$ cat src/rtl/joe_anim_ctrl.sv
// Joe sprite animation/motion controller: per-frame pose FSM (run, attack, cast, knock-back)
// with saturating centre-x tracking. All state advances only on frame_tick.
module joe_anim_ctrl #(
  parameter int unsigned FRAMES_PER_STEP = 6,
  parameter int unsigned STEP_PX         = 2,
  parameter int unsigned FLY_PX          = 3,
  parameter int unsigned ATTACK_FRAMES   = 12,
  parameter int unsigned CAST_FRAMES     = 16,
  parameter int unsigned HIT_FRAMES      = 30,
  parameter int unsigned X_MIN           = 45,
  parameter int unsigned X_MAX           = 594,
  parameter int unsigned X_START         = 320,
  parameter int unsigned Y_GROUND        = 400
) (
  input  logic       Clk,
  input  logic       Reset,
  input  logic       frame_tick,
  input  logic       move_left,
  input  logic       move_right,
  input  logic       attack,
  input  logic       cast,
  input  logic [1:0] hit_in,
  output logic       show_joe,
  output logic [9:0] centerx,
  output logic [9:0] centery,
  output logic [1:0] joe_run_left,
  output logic [1:0] joe_run_right,
  output logic       stand,
  output logic       right_hand_warm,
  output logic       left_hand_go,
  output logic [1:0] hit_joe
);
  localparam int unsigned AC_MAX  = (ATTACK_FRAMES > CAST_FRAMES) ? ATTACK_FRAMES : CAST_FRAMES;
  localparam int unsigned DUR_MAX = (AC_MAX > HIT_FRAMES) ? AC_MAX : HIT_FRAMES;
  localparam int CW = ($clog2(DUR_MAX) < 5) ? 5 : $clog2(DUR_MAX);
  localparam int SW = $clog2(FRAMES_PER_STEP) + 1;

  typedef enum logic [2:0] {IDLE, RUN_L, RUN_R, ATTACK, CAST, HIT} state_t;

  state_t          state, nxt;
  logic [CW-1:0]   tick_cnt;
  logic [SW-1:0]   step_cnt, step_nxt;
  logic            run_frm, frm_nxt;   // 0 selects run frame 1, 1 selects frame 2
  logic [1:0]      hit_pend, hit_dir, hit_eff, dir_next;
  logic            atk_prev, cast_prev;
  logic            free, hit_now, atk_edge, cast_edge, pose_done, minus;
  logic [10:0]     dx, x_sum;
  logic [9:0]      x_new;
  logic [1:0]      frame_sel;

  assign free      = (state == IDLE) || (state == RUN_L) || (state == RUN_R);
  // Hits landing during knock-back are dropped, both pending and same-cycle ones.
  assign hit_now   = ((hit_in == 2'b01) || (hit_in == 2'b10)) && (state != HIT);
  assign hit_eff   = hit_now ? hit_in : hit_pend;
  assign dir_next  = (hit_eff != 2'b00) ? hit_eff : hit_dir;
  assign atk_edge  = attack & ~atk_prev;
  assign cast_edge = cast & ~cast_prev;
  assign frame_sel = frm_nxt ? 2'd2 : 2'd1;

  always_comb begin
    pose_done = 1'b0;
    case (state)
      ATTACK:  pose_done = (tick_cnt == CW'(ATTACK_FRAMES - 1));
      CAST:    pose_done = (tick_cnt == CW'(CAST_FRAMES - 1));
      HIT:     pose_done = (tick_cnt == CW'(HIT_FRAMES - 1));
      default: pose_done = 1'b0;
    endcase
    nxt = state;
    if (hit_eff != 2'b00)                nxt = HIT;
    else if (free && atk_edge)           nxt = ATTACK;
    else if (free && cast_edge)          nxt = CAST;
    else if (!free)                      nxt = pose_done ? IDLE : state;
    else if (move_left ^ move_right)     nxt = move_left ? RUN_L : RUN_R;
    else                                 nxt = IDLE;
  end

  always_comb begin
    if (nxt != state) begin
      step_nxt = '0;
      frm_nxt  = 1'b0;
    end else if (step_cnt == SW'(FRAMES_PER_STEP - 1)) begin
      step_nxt = '0;
      frm_nxt  = ~run_frm;
    end else begin
      step_nxt = step_cnt + SW'(1);
      frm_nxt  = run_frm;
    end
  end

  // Position moves in 11 bits and saturates to [X_MIN, X_MAX]; it never wraps.
  always_comb begin
    dx    = '0;
    minus = 1'b0;
    case (nxt)
      RUN_R:   dx = 11'(STEP_PX);
      RUN_L:   begin dx = 11'(STEP_PX); minus = 1'b1; end
      HIT:     begin dx = 11'(FLY_PX);  minus = (dir_next == 2'b10); end
      default: dx = '0;
    endcase
    x_sum = minus ? ({1'b0, centerx} - dx) : ({1'b0, centerx} + dx);
    if (minus && ({1'b0, centerx} < (11'(X_MIN) + dx))) x_new = 10'(X_MIN);
    else if (!minus && (x_sum > 11'(X_MAX)))            x_new = 10'(X_MAX);
    else                                                x_new = x_sum[9:0];
  end

  always_ff @(posedge Clk or posedge Reset) begin
    if (Reset) begin
      state           <= IDLE;
      tick_cnt        <= '0;
      step_cnt        <= '0;
      run_frm         <= 1'b0;
      hit_pend        <= 2'b00;
      hit_dir         <= 2'b00;
      atk_prev        <= 1'b0;
      cast_prev       <= 1'b0;
      show_joe        <= 1'b1;
      centerx         <= 10'(X_START);
      centery         <= 10'(Y_GROUND);
      joe_run_left    <= 2'd0;
      joe_run_right   <= 2'd0;
      stand           <= 1'b1;
      right_hand_warm <= 1'b0;
      left_hand_go    <= 1'b0;
      hit_joe         <= 2'b00;
    end else begin
      if (frame_tick)   hit_pend <= 2'b00;
      else if (hit_now) hit_pend <= hit_in;
      if (frame_tick) begin
        atk_prev        <= attack;
        cast_prev       <= cast;
        state           <= nxt;
        tick_cnt        <= (nxt != state) ? '0 : tick_cnt + CW'(1);
        step_cnt        <= step_nxt;
        run_frm         <= frm_nxt;
        hit_dir         <= dir_next;
        centerx         <= x_new;
        stand           <= (nxt == IDLE) || (nxt == ATTACK) || (nxt == CAST);
        right_hand_warm <= (nxt == ATTACK);
        left_hand_go    <= (nxt == CAST);
        hit_joe         <= (nxt == HIT) ? dir_next : 2'b00;
        joe_run_left    <= (nxt == RUN_L) ? frame_sel : 2'd0;
        joe_run_right   <= (nxt == RUN_R) ? frame_sel : 2'd0;
      end
    end
  end
endmodule

$ cat config.mk
export PLATFORM = sky130hd
export DESIGN_NAME = joe_anim_ctrl
export DESIGN_NICKNAME = d
export VERILOG_FILES = /design/src/rtl/joe_anim_ctrl.sv
export SDC_FILE = /design/constraint.sdc
export NUM_CORES = 1
export LEC_CHECK = 0
export BUFFER_PORTS_ARGS = -buffer_cell sky130_fd_sc_hd__buf_4
export CORE_MARGIN = 8
export CORE_UTILIZATION = 35
export CTS_CLUSTER_SIZE = 30
export DETAILED_ROUTE_END_ITERATION = 7
export HOLD_SLACK_MARGIN = 0.02
export SKIP_CTS_REPAIR_TIMING = 1
export SYNTH_ARGS = -nofsm -noshare
export SYNTH_HDL_FRONTEND = slang
export SYNTH_SLANG_ARGS = --single-unit
export TNS_END_PERCENT = 20
$ cat constraint.sdc
create_clock -name Clk -period 5.4 [get_ports Clk]
set_input_delay 0 -clock Clk [delete_from_list [all_inputs] [get_ports Clk]]
set_output_delay 0 -clock Clk [all_outputs]
set_load 0.02 [all_outputs]
# == Word-level counts from Yosys, hierarchy flattened ==
# Cells that the tools add are included.
# totals
inputBits,9
word_cells,87
reg_bits,38
# classes
n_eq_ne,19
bitwise_logic,6
reduce_logical,15
addsub,5
mux,25
order_cmp,2
# op_table
cell,count
10-bit 2-to-1 mux,2
2-bit 2-to-1 mux,9
3-bit 2-to-1 mux,5
3-bit by 2-bit equality test with 1-bit output (second input constant),4
3-bit equality test (second input constant),4
10-bit by 11-bit adder with 11-bit output,1
6-bit by 11-bit adder with 11-bit output (first input constant),1
11-bit by 10-bit greater-than comparator with 1-bit output (second input constant),1
10-bit by 11-bit < comparator with 1-bit output,1
11-bit 2-to-1 mux,1
10-bit by 11-bit subtractor with 11-bit output,1
5-bit by 4-bit equality test with 1-bit output (second input constant),2
4-bit 2-to-1 mux,2
3-bit by 1-bit equality test with 1-bit output (second input constant),2
3-bit logical NOT,2
5-bit by 1-bit adder with 5-bit output (second input constant),1
5-bit equality test (second input constant),1
1-bit logical AND,5
1-bit logical OR,5
5-bit 2-to-1 mux,1
4-bit by 1-bit adder with 4-bit output (second input constant),1
2-bit equality test (second input constant),2
4-bit by 3-bit equality test with 1-bit output (second input constant),1
2-bit case mux with 2 select lines,1
12 further kinds,16

# == Depth between registers and ports, before layout ==
# Gate-level depths: netlist of the first run.
# logic_depth
ltp_word,16
depth_mapped,17

# == Least setup slack after synthesis of the first run ==
# Ideal clock, no wire load.
# synth_timing
path_type,register to register
startpoint,register state[1]
endpoint,register centerx[0]
synth_period_minus_slack_ps,4237
slack_ps,1163
path_stages_with_launch,17
setup_time_ps,136
t_required_ps,5264
arrival_time_ps,4101
n_path_buf,1
cell_sequence,dfrtp_1 nand3b_4 or3_4 a211oi_4 o21ai_1 nand2_1 inv_2 a21oi_1 ha_1 clkbuf_1 a21o_1 or3b_2 o211ai_1 a31oi_1 o211a_1 o211ai_1 a21oi_1
# synth_between
elab_chain_len,16
word_cells_on_any_way,39
cone_classes,add/sub: 3; order compare: 2; eq/ne: 10; mux: 13; reduce/logical: 11
# synth_lines
element,line_no,source
start: declaration,40,"state_t state, nxt;"
start signal: assignment,131,state <= nxt;
"3-bit equality test, or another cell as far along",62,case (state)
1-bit case mux with 3 select lines / 1-bit logical OR (equally long branches),"62, 51",
3-bit 2-to-1 mux / 1-bit logical OR (equally long branches),"72, 51",
3-bit 2-to-1 mux / 1-bit logical AND (equally long branches),"72, 71",
3-bit 2-to-1 mux,71,else if (free && cast_edge) nxt = CAST;
3-bit 2-to-1 mux,70,else if (free && atk_edge) nxt = ATTACK;
3-bit 2-to-1 mux,69,if (hit_eff != 2'b00) nxt = HIT;
3-bit by 1-bit equality test with 1-bit output / 3-bit by 2-bit equality test with 1-bit output (equally long branches),94,case (nxt)
2-bit OR reduction (no line),n/a,
2-bit case mux with 2 select lines,94,
10-bit by 11-bit adder with 11-bit output / 10-bit by 11-bit subtractor with 11-bit output (equally long branches),100,"x_sum = minus ? ({1'b0, centerx} - dx) : ({1'b0, centerx} + dx);"
11-bit 2-to-1 mux,100,
11-bit by 10-bit greater-than comparator with 1-bit output,102,else if (!minus && (x_sum > 11'(X_MAX))) x_new = 10'(X_MAX);
1-bit logical AND,102,
10-bit 2-to-1 mux,102,
10-bit 2-to-1 mux (*),101,"if (minus && ({1'b0, centerx} < (11'(X_MIN) + dx))) x_new = 10'(X_MIN);"
end signal: assignment,117,centerx <= 10'(X_START);
end signal: assignment,136,centerx <= x_new;
end: declaration,24,"output logic [9:0] centerx,"
# Every way passes the cells marked *; elsewhere a longest branch is shown, timed or not.
# A chain may end at the register's enable or synchronous reset.

# == Final worst setup path of the first run ==
# layout_timing
startpoint,register state[2]
endpoint,register centerx[2]
# The elaborated chain is that of the path after synthesis.

==> results of run 1 <==
-- area by class of cell --
type | instances | area, sq um
clock buffer | 5 | 68.8
clock inverter | 3 | 68.8
fill | 813 | 4810
inverter | 16 | 60.1
multi-input combinational | 259 | 1790
sequential | 38 | 955
tap | 105 | 131
timing repair buffer | 33 | 255
-- power groups by stage --
stage / combinational, mW / sequential, mW / clock [mW]
2_1_floorplan: 1.23 / 0.522 / 0
3_3_place_gp: 1.62 / 0.502 / 0
3_5_place_dp: 1.64 / 0.502 / 0
4_1_cts: 1.66 / 0.497 / 0.302
5_1_grt: 1.86 / 0.513 / 0.313
6_report: 1.66 / 0.496 / 0.294
-- flip-flops by register name, indices dropped and copies added (netlist names), 2 cells and up --
register	cells
centerx	10
hit_dir	2
hit_joe	2
hit_pend	2
joe_run_left	2
joe_run_right	2
state	3
step_cnt	4
tick_cnt	5
-- cell usage in the layout, fill, tap and decap left out, types with 5 or more instances in the layout --
cell type  Yosys  routed
a21o_1         5       5
a21oi_1       25      25
buf_4         11      30
clkbuf_8       0       5
conb_1         1      11
dfrtp_1       35      35
ha_1          18      18
inv_1         14      14
nand2_1       26      26
nand2b_1       9       9
nor2_1        17      17
nor2b_1       10      10
nor3_1        11      11
o211ai_1       6       6
o21ai_0       19      19
o22ai_1        5       5
o2bb2ai_1     10      10
or3_1          5       5
xnor2_1        5       5
-- per-layer routing --
layer,share of wire [%],up-vias,global-route usage (%)
met5,0,-,0
met1,47,1219,17.8
met3,5.1,8,2.94
li1,-,1242,-
met4,1.5,0,4.72
met2,46,59,20.3
-- worst max-delay path by stage --
stage | end | slack [ps] | cells past startpoint
after floorplan | centerx[0] | 1160 | 16
after global placement | centerx[0] | 1040 | 16
after detailed placement | centerx[2] | 910 | 16
after CTS | centerx[2] | 870 | 16
after global routing | centerx[5] | 460 | 16
final | centerx[2] | 830 | 16
-- worst register-to-register path: stages (launching register included) --
cell      delay (ps)
dfrtp_1          630
nand3b_4         170
or3_4            370
a211oi_4         410
o21ai_1          180
nand2_1          250
inv_2            100
a21oi_1          160
buf_4            180
ha_1             320
a21o_1           250
or3b_2           470
o211ai_1         210
a31oi_1           70
o211a_1          230
o211ai_1         320
a21oi_1          120
-- cells by family after synthesis --
group,count (synthesis),share of synthesized area [%]
AOI/OAI and AO/OA,109,26.7
and+or+nand+nor,107,20.7
buffers and inverters,40,6.93
DFF,38,32.8
adders and majority gates,19,8.44
xor gates and xnor gates,9,2.71
muxes,4,1.55
other,1,0.129
-- stage by stage --
stage          total power, mW  setup slack [ps]
5_1_grt                   2.69               459
3_5_place_dp              2.15               906
6_report                  2.45               833
2_1_floorplan             1.75              1160
3_3_place_gp              2.12              1040
4_1_cts                   2.45               873
==> reports/metrics.yaml, run 1 <==
setup_path:
  slowest_delay_ps: 630
  r2r.worst_path.cells: 16
  critical_path_arrival_ps: 4730
  critical_path_buf_inv_count: 2
  critPathCaptureType: "register"
  timing.rr.end: "centerx[2]"
  startpoint: "state[2]"
  required_ps: 5560
  rrSetupSlack_ps: 830
  cp-start-kind: "register"
  rr_startpoint: "state[2]"
  critPathMaxFanout: 16
  cp_top_family: "compound AO/OA/AOI/OAI gates"
  path_cells: "nand3b_4 > or3_4 > a211oi_4 > o21ai_1 > nand2_1 > inv_2 > a21oi_1 > buf_4 > ha_1 > a21o_1 > or3b_2 > o211ai_1 > a31oi_1 > o211a_1 > o211ai_1 > a21oi_1"
  cp_slowest_cell: "dfrtp_1"
  critPathKind: "register to register"
synthesis:
  synth_commonest_cells: "dfrtp_1, nand2_1, a21oi_1"
  synth.ff_latch_count: 38
  ys_warn_count: 11
  syn_area_per_cell_sq_um: 8.89
  async_flop_share_pct: 100
  synth.distinct_cells: 68
  synth_top_area_share_pct: 30.1
  synth_area_leaders: "dfrtp_1, ha_1, a21oi_1"
  synth_top_area_cell: "dfrtp_1"
  syn_inst: 327
  synth-seq-area-share_pct: 32.8
  synth_area_sq_um: 2910
  synthFlopType: "dfrtp_1"
  synth.most_common_cell: "dfrtp_1"
  synth_edf_count: 0
floorplanning:
  die_area_sq_um: 11500
  num_io_pins: 39
  die_height_um: 107
  design.core.area_sq_um: 8130
  floorplan.initialDensity_pct: 35.7
  row_count: 33
  die_width_um: 107
clocking:
  clk_latency_ps: 300
  clock_sinks: 38
  cts_tree: "built"
  clk_pin_slew_worst_paths_ps: 90
  cts_buffers: 5
  htree_levels: 2
  cts_buffer_depth: 2
  cts_root_buf: "clkbuf_8"
power:
  swShare_pct: 47.4
  p_comb_share_pct: 67.8
  peakVddDrop_mv: 0.327
  power_frac_clock_pct: 12.0
  p_per_area_nw_per_um2: 737
  seqPwrFrac_pct: 20.2
  p_switching_mw: 1.16
  p_leak_nw: 1.49
  p_int_mw: 1.29
cells_and_area:
  instances_no_fill: 459
  nets: 381
  final_cell_area_sq_um: 3330
  postLayoutCoreUtil_pct: 40.9
  area_delta_synth_final_pct: 14.5
  diodes: 0
  drive_gt1_share_pct: 17.8
hold_path:
  hold_path.startpoint: "hit_in[1]"
  whs_endpoint: "hit_pend[1]"
  hold_class: "input pin to register"
  whs_path_depth: 3
detailed_routing:
  drt-initial-drc-count: 152
  num_vias: 2528
  routed_wl_mm: 7.23
  drtPass1Iterations: 4
  wl_per_cell_um: 15.8
  drc: 0
  avgViaCountPerCell: 5.51
  ant_nets: 0
timing:
  finalHoldViolCount: 0
  rsz0062_at_grt: "false"
  fmax_mhz: 219
  slew_headroom_pct: 49.1
  setup_violations: 0
  min_period_ps: 4570
  tightest_slew_ps: 759
  finalMaxSlewViolations: 0
  fin_hold_ws_ps: 12.4
  fin_skew_ps: 7.98
  timing.setup.tns_ps: 0
  period_share_pct: 84.6
global_routing:
  grt_pass1_vias: 2465
  grt_start_max_net_pins: 39
  gr-total-overflow: 0
  antenna_found_initial: 0
  track_usage_pct: 13.2
  grt_pass1_wl_mm: 12.4
placed_design:
  post-dp-hpwl_mm: 5.32
  numPlacedInstances: 448
  gp_congestion: 0.840
  post_dp_cell_area_sq_um: 3160
  portBuffers: 27
run_status:
  outcome: "complete, no violations"
job:
  drv_cap: 0
Note: power is estimated with default switching activity, not from simulation.
==> inputs of run 2 (changes only) <==
- clock period: 5.4 -> 4.7 ns (I/O delays scaled with it)
==> run 2 against run 1 <==
  * Count of clock-buffer cells in the layout up 1
  * Highest routed layer unchanged
  * Core utilization down 0.28 points
  * Die area unchanged
  * Sequential share of layout area up 0.23 points
  * Register-to-register slack worse by 500 ps
  * Hold slack better by 10 ps
  * Critical path type unchanged
  * Total power up 11%
  * Non-clock buffer count up 2
  * Flip-flop and latch count unchanged
  * Via count down 0.95%
==> reports/metrics.yaml, run 2 (synthesis results as in run 1) <==
run_status:
  outcome: "complete, no violations"
setup_path:
  r2r.worst_path.cells: 15
  cp_top_family: "compound AO/OA/AOI/OAI gates"
  required_ps: 4870
  path_cells: "nand3b_4 > or3_4 > a211oi_4 > o21ai_1 > nand2_1 > inv_2 > a21oi_2 > ha_1 > a21o_1 > or3b_2 > o211ai_1 > a31oi_1 > o211a_1 > o211ai_1 > a21oi_1"
  rr_startpoint: "state[1]"
  cp_slowest_cell: "or3b_2"
  slowest_delay_ps: 470
  cp-start-kind: "register"
  rrSetupSlack_ps: 340
  critical_path_arrival_ps: 4530
  crit_top_cell: "o211ai_1"
  critPathKind: "register to register"
  critical_path_buf_inv_count: 1
  critPathCaptureType: "register"
  critPathMaxFanout: 9
  timing.rr.end: "centerx[2]"
global_routing:
  grt_pass1_wl_mm: 12.1
  track_usage_pct: 12.8
  gr-total-overflow: 0
  grt_start_max_net_pins: 39
  antenna_found_initial: 0
  grt_pass1_vias: 2431
clocking:
  cts_buffer_depth: 2
  cts_tree: "built"
  cts_buffers: 5
  cts_root_buf: "clkbuf_8"
  clock_sinks: 38
  clk_pin_slew_worst_paths_ps: 80
  clk_latency_ps: 300
  htree_levels: 2
detailed_routing:
  drc: 0
  drt-initial-drc-count: 105
  num_vias: 2504
  drtPass1Iterations: 4
  wl_per_cell_um: 15.3
  routed_wl_mm: 7.08
  ant_nets: 0
  avgViaCountPerCell: 5.43
cells_and_area:
  layout_commonest_cell: "dfrtp_1"
  final_cell_area_sq_um: 3300
  registers.top_by_ff_count: "centerx"
  largest_reg_flops: 10
  diodes: 0
  area_delta_synth_final_pct: 13.7
  postLayoutCoreUtil_pct: 40.6
  final_cell_mix: "dfrtp_1, buf_4, nand2_1"
  reg_top3: "centerx: 10 flops, tick_cnt: 5 flops, step_cnt: 4 flops"
  drive_gt1_share_pct: 18.8
  instances_no_fill: 461
  fillers: 823
  nets: 383
timing:
  finalMaxSlewViolations: 0
  slew_headroom_pct: 48.9
  finalHoldViolCount: 0
  tightest_slew_ps: 761
  min_period_ps: 4360
  setup_ws_ps: 338
  rsz0062_at_grt: "false"
  setup_violations: 0
  fin_hold_ws_ps: 22.4
  period_share_pct: 92.8
  fin_skew_ps: 7.07
  timing.setup.tns_ps: 0
  fmax_mhz: 229
hold_path:
  hold_class: "input pin to register"
  whs_path_depth: 3
  hold_path.startpoint: "hit_in[1]"
  whs_endpoint: "hit_pend[1]"
job:
  drv_cap: 0
placed_design:
  post_dp_cell_area_sq_um: 3170
  post-place-ws_ps: 203
  post-dp-hpwl_mm: 5.22
  numPlacedInstances: 450
  portBuffers: 27
  gp_congestion: 0.899
floorplanning:
  floorplan.initialDensity_pct: 35.7
  design.core.area_sq_um: 8130
  row_count: 33
  num_io_pins: 39
  die_width_um: 107
  die_area_sq_um: 11500
  die_height_um: 107
power:
  totalPowerFinal_mw: 2.72
  peakVddDrop_mv: 0.368
  p_leak_nw: 1.48
  p_per_area_nw_per_um2: 822
-- run 2: per-layer routing --
layer | GRT usage (%) | up-vias | part of all wire [%]
li1 | - | 1245 | -
met1 | 16.4 | 1201 | 47
met2 | 20.3 | 46 | 46
met3 | 3.12 | 12 | 4.9
met4 | 5.13 | 0 | 1.9
met5 | 0 | - | 0
-- run 2: worst reg2reg max path: stages, from the launching register on --
cell,delay (ps)
dfrtp_1,460
nand3b_4,230
or3_4,360
a211oi_4,400
o21ai_1,170
nand2_1,150
inv_2,80
a21oi_2,270
ha_1,370
a21o_1,250
or3b_2,470
o211ai_1,250
a31oi_1,90
o211a_1,230
o211ai_1,330
a21oi_1,130
-- run 2: layout make-up --
cell class	count	area, sq um	area share [%]
timing repair buffer	35	270	8.18
sequential	38	956	28.9
multi-input combinational	259	1790	54.2
tap	105	131	3.98
clock inverter	2	12.5	0.379
clock buffer	6	82.6	2.50
inverter	16	60.1	1.82
-- run 2: power by group --
part,switching [mW],leakage [nW],internal [mW]
sequential,0.123,0.481,0.441
clock,0.127,0.0472,0.118
combinational,1.07,0.947,0.836
total,1.32,1.48,1.40
-- run 2: worst max path at each step --
| stage | startpoint | endpoint | slack (ps) | depth (start not counted) |
|---|---|---|---|---|
| after detailed placement | state[0] | centerx[2] | 200 | 15 |
| after global routing | state[1] | centerx[2] | 30 | 15 |
| after floorplan | state[1] | centerx[0] | 460 | 16 |
| after global placement | state[0] | centerx[3] | 430 | 15 |
| after CTS | state[0] | centerx[2] | 180 | 15 |
| final | state[1] | centerx[2] | 340 | 15 |
==> inputs of run 3 (changes only) <==
- CORE_MARGIN: 8 -> not set
- GPL_TIMING_DRIVEN: not set -> 0
- SLEW_MARGIN: not set -> 15
==> run 3 against run 2 <==
  * Cell count is 5.0% higher
  * First-iteration DRC count fell by 5.7%
  * Wire length down 3.1%
  * Die area down 24%
  * Setup slack worse by 39 ps
  * Critical endpoint is now centerx[7]
  * Critical path depth is 1 higher
  * Via count increased by 3.1%
  * Non-clock buffer count increased by 26
  * Largest power group unchanged
==> reports/metrics.yaml, run 3 (synthesis results as in run 1) <==
run_status:
  outcome: "complete, no violations"
detailed_routing:
  drtPass1Iterations: 4
  drc: 0
  drt-initial-drc-count: 99
  num_vias: 2581
  routed_wl_mm: 6.85
  wl_per_cell_um: 14.2
  ant_nets: 0
  avgViaCountPerCell: 5.33
setup_path:
  rrSetupSlack_ps: 300
  cp_slowest_cell: "dfrtp_1"
  critPathCaptureType: "register"
  cp-start-kind: "register"
  critPathKind: "register to register"
  timing.rr.end: "centerx[7]"
  rr_startpoint: "state[1]"
  cp_top_family: "compound AO/OA/AOI/OAI gates"
  required_ps: 4850
  critical_path_arrival_ps: 4550
  critical_path_buf_inv_count: 2
  critPathMaxFanout: 8
  slowest_delay_ps: 470
  path_cells: "nand3b_4 > or3_4 > a211oi_4 > o21ai_1 > nand2_2 > inv_2 > a21oi_4 > ha_1 > clkbuf_1 > or2_2 > o211ai_1 > a2bb2oi_1 > a31o_2 > or3_1 > a31oi_1 > o32ai_1"
  r2r.worst_path.cells: 16
floorplanning:
  num_io_pins: 39
  die_area_sq_um: 8670
  floorplan.initialDensity_pct: 36.8
  die_height_um: 93.1
  die_width_um: 93.1
  row_count: 32
  design.core.area_sq_um: 7890
timing:
  period_share_pct: 93.6
  finalHoldViolCount: 0
  rsz0062_at_grt: "false"
  min_period_ps: 4400
  setup_violations: 0
  finalMaxSlewViolations: 0
  slew_headroom_pct: 61.6
  fin_skew_ps: 2.95
  tightest_slew_ps: 576
  fmax_mhz: 227
clocking:
  clk_latency_ps: 290
  clock_sinks: 38
  cts_tree: "built"
  cts_buffers: 5
  cts_buffer_depth: 2
  clk_pin_slew_worst_paths_ps: 70
  cts_root_buf: "clkbuf_8"
  htree_levels: 2
power:
  p_leak_nw: 1.58
  p_per_area_nw_per_um2: 797
  peakVddDrop_mv: 0.445
  totalPowerFinal_mw: 2.77
placed_design:
  portBuffers: 26
  numPlacedInstances: 466
  gp_congestion: 0.812
  post-dp-hpwl_mm: 5.20
cells_and_area:
  area_delta_synth_final_pct: 19.7
  nets: 409
  registers.top_by_ff_count: "centerx"
  final_cell_mix: "buf_4, dfrtp_1, nand2_1"
  fillers: 786
  diodes: 0
  layout_commonest_cell: "buf_4"
  postLayoutCoreUtil_pct: 44.1
  instances_no_fill: 484
  largest_reg_flops: 10
  drive_gt1_share_pct: 22.0
  reg_top3: "centerx: 10 flops, tick_cnt: 5 flops, step_cnt: 4 flops"
global_routing:
  gr-total-overflow: 0
  grt_start_max_net_pins: 30
  grt_pass1_vias: 2438
  track_usage_pct: 17.4
  grt_pass1_wl_mm: 11.9
  antenna_found_initial: 0
hold_path:
  whs_path_depth: 3
  hold_path.startpoint: "hit_in[1]"
  hold_class: "input pin to register"
  whs_endpoint: "hit_pend[1]"
job:
  drv_cap: 0
run 3: worst max path at each step:
stage              from    endpoint  slack, ps  depth (start not counted)
6_report       state[1]  centerx[7]        300                         16
5_1_grt        state[1]  centerx[5]         40                         17
3_5_place_dp   state[1]  centerx[3]       -430                         16
2_1_floorplan  state[1]  centerx[0]        460                         16
3_3_place_gp   state[1]  centerx[3]       -400                         16
4_1_cts        state[1]  centerx[3]       -470                         16
run 3: layout make-up:
type,instances,area [sq um],area share [%]
Multi-Input combinational cell,259,1810,51.9
Sequential cell,38,955,27.4
Timing Repair Buffer,37,298,8.56
Buffer,24,141,4.06
Tap cell,102,128,3.67
Clock buffer,7,86.3,2.48
Inverter,16,60.1,1.73
Clock inverter,1,5.00,0.144
run 3: metal layers:
metal  share of wire [%]  wire, um  GRT usage, %
met4                 1.4        99          5.90
met2                  45      3080          27.5
met5                   0         0             0
met3                 3.1       211          2.76
met1                  51      3470          24.0
run 3: tightest hold or removal path, delay by kind of cell:
family	cells	cell delay [ps]
buffers and inverters	1	140
AOI/OAI and AO/OA	2	130
run 3: through the flow:
stage | setup WS [ps] | setup TNS [ps] | hold WS, ps | cell area, sq um
after CTS | -468 | -3520 | -367 | 3380
after floorplan | 463 | 0 | 152 | 2940
final | 299 | 0 | 19.4 | 3480
after global placement | -404 | -2890 | 245 | 3270
after global routing | 38.4 | 0 | 49.5 | 3480
after detailed placement | -428 | -3220 | -46.6 | 3290
run 3: power by group:
| part | internal (mW) | switching (mW) | total (mW) |
|---|---|---|---|
| clock | 0.118 | 0.118 | 0.236 |
| sequential | 0.440 | 0.114 | 0.554 |
| combinational | 0.902 | 1.08 | 1.98 |
| total | 1.46 | 1.31 | 2.77 |
